==> src/rtl/instr_fetch.sv <==
// Instruction fetch stage: single-outstanding req/gnt/rvalid fetcher feeding a
// one-entry valid/ready output buffer, with branch redirect and in-flight squash.
module instr_fetch #(
  parameter logic [31:0] RESET_PC  = 32'h0000_0000,
  parameter logic [31:0] NOP_INSTR = 32'h0000_0013
) (
  input  logic        clk_i,
  input  logic        rst_n_i,
  output logic        imem_req_o,
  output logic [31:0] imem_addr_o,
  input  logic        imem_gnt_i,
  input  logic        imem_rvalid_i,
  input  logic [31:0] imem_rdata_i,
  output logic        instr_valid_o,
  input  logic        instr_ready_i,
  output logic [31:0] instr_o,
  output logic [31:0] pc_o,
  input  logic        br_taken_i,
  input  logic [31:0] br_target_i,
  output logic        misalign_o
);

  typedef enum logic [1:0] {IDLE, REQ, WAIT} state_e;

  state_e      state;
  logic [31:0] fetch_pc;
  logic        kill;
  logic        grant;

  assign imem_addr_o = fetch_pc;
  // A fetch may only issue when its result has somewhere to land this cycle.
  assign imem_req_o  = (state == REQ) && (!instr_valid_o || instr_ready_i);
  assign grant       = imem_req_o && imem_gnt_i;

  // NOTE: every register here uses <= so all updates see the pre-edge values;
  // later assignments in the block deliberately override earlier ones.
  always_ff @(posedge clk_i) begin
    if (!rst_n_i) begin
      state         <= IDLE;
      fetch_pc      <= RESET_PC;
      kill          <= 1'b0;
      instr_valid_o <= 1'b0;
      instr_o       <= NOP_INSTR;
      pc_o          <= RESET_PC;
      misalign_o    <= 1'b0;
    end else begin
      misalign_o <= 1'b0;

      if (instr_valid_o && instr_ready_i)
        instr_valid_o <= 1'b0;

      case (state)
        IDLE: state <= REQ;
        REQ: begin
          if (grant)
            state <= WAIT;
        end
        WAIT: begin
          if (imem_rvalid_i) begin
            state <= REQ;
            kill  <= 1'b0;
            // A redirect in the same cycle makes this word stale as well.
            if (!kill && !br_taken_i) begin
              instr_o       <= imem_rdata_i;
              pc_o          <= fetch_pc;
              instr_valid_o <= 1'b1;
              fetch_pc      <= fetch_pc + 32'd4;
            end
          end
        end
        default: state <= IDLE;
      endcase

      // Redirect overrides the normal PC advance and flushes the buffer.
      if (br_taken_i) begin
        fetch_pc      <= {br_target_i[31:2], 2'b00};
        misalign_o    <= |br_target_i[1:0];
        instr_valid_o <= 1'b0;
        case (state)
          REQ:     if (grant) kill <= 1'b1;
          WAIT:    if (!imem_rvalid_i) kill <= 1'b1;
          default: ;
        endcase
      end
    end
  end

endmodule
==> config.mk <==
export PLATFORM = sky130hd
export DESIGN_NAME = instr_fetch
export DESIGN_NICKNAME = d
export VERILOG_FILES = /design/src/rtl/instr_fetch.sv
export SDC_FILE = /design/constraint.sdc
export NUM_CORES = 1
export LEC_CHECK = 0
export BUFFER_PORTS_ARGS = -buffer_cell sky130_fd_sc_hd__buf_2
export CORE_ASPECT_RATIO = 1.75
export CORE_MARGIN = 4
export CORE_UTILIZATION = 50
export DETAILED_ROUTE_END_ITERATION = 12
export HOLD_SLACK_MARGIN = 0.08
export MAX_ROUTING_LAYER = met4
export PLACE_DENSITY = 0.82
export SYNTH_ARGS = -nofsm -noshare
export SYNTH_HDL_FRONTEND = slang
export SYNTH_SLANG_ARGS = --single-unit
==> constraint.sdc <==
create_clock -name clk_i -period 4.1 [get_ports clk_i]
set_clock_uncertainty 0.05 [all_clocks]
set_input_delay 0.41 -clock clk_i [delete_from_list [all_inputs] [get_ports clk_i]]
set_output_delay 0.41 -clock clk_i [all_outputs]
set_load 0.005 [all_outputs]
==> impl_metrics.tcl <==
set metrics [dict create \
    power_frac_seq 0.498 \
    switching_power_uw 494 \
    cts_hold_buf 0 \
    dpl_cell_area_um2 5040 \
    grt-ovfl-total 0 \
    p_per_area_nw_per_um2 381 \
    grt_pass1_vias 4122 \
    dieArea_um2 10100 \
    layout.nets 749 \
    p_int_mw 1.54 \
    synth-edff-count 0 \
    synthFlopType "dfxtp_1" \
    synthArstFlopShare 0 \
    cts_resized 0 \
    diodes 0 \
    ant_nets 0 \
    outcome "completed" \
    postSynthAreaPerCell_um2 7.98 \
    crit_end "pc_o[9]" \
    r2r_cells 7 \
    cts_setup_buffers 0 \
    end_kind "flop" \
    rsz0062_at_grt "no" \
    path_class "flop to flop" \
    met1_length_um 4550 \
    die_h_um 130 \
    routed-wl-met3_um 704 \
    via_per_inst 5.51 \
    rows 44 \
    ys_ff_latch 97 \
    antenna_found_initial 0 \
    highest_layer "met4" \
    power_leakage_nw 2.23 \
    path_cells "inv_1 -> ha_1 -> nand3b_1 -> nor2_4 -> buf_4 -> nand2_1 -> a21oi_1" \
    rr_endpoint "pc_o[9]" \
    cp_slowest_cell "nor2_4" \
    holdCritStartpoint "imem_rdata_i[0]" \
    start_util 0.511 \
    die_x_um 77.7 \
    ys_types 52 \
    drt_iter0_drc 335 \
    final.fill_count 741 \
    setup_tns_ns 0 \
    worstPathRequired_ns 4.30 \
    path_clk_slew_ns 0.07 \
    r2r_slack_ns 1.43 \
    setup_ws_ns 1.43 \
    hold_class "primary input to flop" \
    stdcell_count 795 \
    cts_buffer_depth 2 \
    relSlewSlack 0.193 \
    hold_viol_final 0 \
    worstReg2RegStart "state[0]" \
    worst_pin_slew_ns 1.21 \
    drv_slew 0 \
    grt_usage 0.243 \
    cap_violations 0 \
    wl_um 12100 \
    io_buffers 164 \
    place_congestion 0.875 \
    p_total_mw 2.04 \
    synth_area_um2 4250 \
    route.met2.wl_um 6470 \
    clock_power_share 0.414 \
    period_minus_slack_ns 2.67 \
    drive_above_1_share 0.290 \
    ir_worst_vdd_mv 0.237 \
    synth_warnings 0 \
    design_area_um2 5350 \
    cts_sinks 97 \
    seq_area_frac_synth 0.457 \
    dpl.hpwl_um 8680 \
    coreArea_um2 8310 \
    cts_tree "built" \
    htree_levels 3 \
    cts_inserted_buffers 9 \
    clock.fmax_mhz 375 \
    placed_cells 779 \
    setup_viol 0 \
    firstDrtPassIters 4 \
    via_count 4381 \
    syn_to_final_growth_pct 26.0 \
    grt_pass1_wl_um 19100 \
    comb_power_share 0.088 \
    clk_latency_ns 0.34 \
    synthCells 532 \
    switching_share 0.242 \
    drt-wirelength-per-cell_um 15.2 \
    crit_path_start "state[0]" \
    ios 169 \
    max_stage_delay_ns 0.82 \
    period_share 0.651 \
    grt_start_max_net_pins 73 \
    dp_slack_ns 1.47 \
    drc_errors 0 \
    cts-root-buf "clkbuf_16" \
    cp.arrival_ns 2.87 \
    crit_fanout 38 \
    cp-start-kind "flop" \
]
[per-stage QoR]
step / utilization / hold WS, ns
floorplan: - / 0.403
global placement: 0.607 / 0.388
detailed placement: 0.607 / 0.394
CTS: 0.643 / 0.219
global route: 0.643 / 0.236
finish: 0.643 / 0.231
[cell families (layout without fill, tap and decap cells)]
group / after synthesis / count (layout) / share of synthesized area
adder cells (fa/ha/maj): 4 / 4 / 0.0118
AND/OR/NAND/NOR: 245 / 245 / 0.277
buffers and inverters: 44 / 189 / 0.0542
XOR/XNOR: 7 / 7 / 0.0144
multiplexers: 2 / 2 / 0.00471
flip-flops: 97 / 97 / 0.457
other: 1 / 4 / 0.000883
AO/OA/AOI/OAI: 132 / 132 / 0.180
[power groups by stage]
stage / sequential, mW / combinational [mW] / clock (mW)
2_1_floorplan: 1.03 / 0.101 / 0
6_report: 1.01 / 0.180 / 0.843
5_1_grt: 1.02 / 0.202 / 0.901
3_5_place_dp: 1.03 / 0.178 / 0
3_3_place_gp: 1.03 / 0.173 / 0
4_1_cts: 1.01 / 0.180 / 0.859
[placed cells by master, fill, tap and decap left out, types with 3 or more instances in the layout]
cell type,n
a21oi_1,67
or2_2,4
and3_1,5
or4_1,7
nor2_1,14
and4_1,6
o21ai_0,28
nor3_1,11
nand3_1,13
conb_1,4
and2_1,3
or3_1,10
clkinvlp_4,3
xor2_1,3
ha_1,4
a211oi_1,4
nand2_1,139
nor4_1,6
nor2b_1,5
clkbuf_16,9
buf_2,164
a31oi_1,10
o31ai_1,5
xnor2_1,4
nand4_1,8
dfxtp_1,97
a311oi_1,7
inv_1,5
[layout make-up]
cell class                 instances  area [µm²]  area share
inverter                           7        26.3     0.00491
clock inverter                     6        66.3      0.0124
clock buffer                      10         239      0.0447
multi-input combinational        394        2100       0.392
timing repair buffer             166         836       0.156
sequential                        97        1940       0.363
tap                              115         144      0.0269
[metal layers]
layer / vias up / global-route usage
li1: 2157 / -
met1: 2039 / 0.251
met2: 158 / 0.435
met3: 27 / 0.0483
met4: 0 / 0.117
met5: - / -
[state kept, by name, summed over array words and instances (netlist names)]
name           cells
imem_addr_o       30
instr_o           32
instr_valid_o      1
kill               1
misalign_o         1
pc_o              30
state              2
[critical path, delay by kind of cell, from the launching register on]
family | cells | cell delay [ns]
simple gates | 3 | 1.28
compound gates | 1 | 0.14
flops | 1 | 0.31
fa+ha+maj | 1 | 0.29
buf+inv | 2 | 0.51
[cell usage after synthesis (3+ instances only)]
| cell | instances | share of area |
|---|---|---|
| nand4_1 | 8 | 0.012 |
| nor3_1 | 11 | 0.013 |
| xnor2_1 | 4 | 0.0082 |
| o31ai_1 | 5 | 0.0088 |
| nand2_1 | 140 | 0.12 |
| or4_1 | 7 | 0.012 |
| clkbuf_8 | 4 | 0.013 |
| o21ai_0 | 28 | 0.033 |
| clkbuf_1 | 25 | 0.022 |
| a311oi_1 | 7 | 0.014 |
| or3_1 | 10 | 0.015 |
| and4_1 | 6 | 0.012 |
| a21oi_1 | 67 | 0.079 |
| nor2b_1 | 5 | 0.0074 |
| and3_1 | 5 | 0.0074 |
| ha_1 | 4 | 0.012 |
| a211oi_1 | 4 | 0.0071 |
| inv_1 | 5 | 0.0044 |
| nand3_1 | 13 | 0.015 |
| nor4_1 | 6 | 0.0088 |
| a31oi_1 | 10 | 0.015 |
| and2_1 | 3 | 0.0044 |
| dfxtp_1 | 97 | 0.46 |
| buf_4 | 4 | 0.0071 |
| or2_2 | 4 | 0.0059 |
| nor2_1 | 15 | 0.013 |
| xor2_1 | 3 | 0.0062 |
[worst min-delay path by stage]
stage,to,slack (ns),cells after the start
2_1_floorplan,instr_o[10],0.40,2
3_3_place_gp,pc_o[21],0.39,2
3_5_place_dp,pc_o[18],0.39,2
4_1_cts,instr_o[0],0.22,3
5_1_grt,instr_o[0],0.24,3
6_report,instr_o[0],0.23,3
No activity file was read; power rests on OpenSTA's default activity.
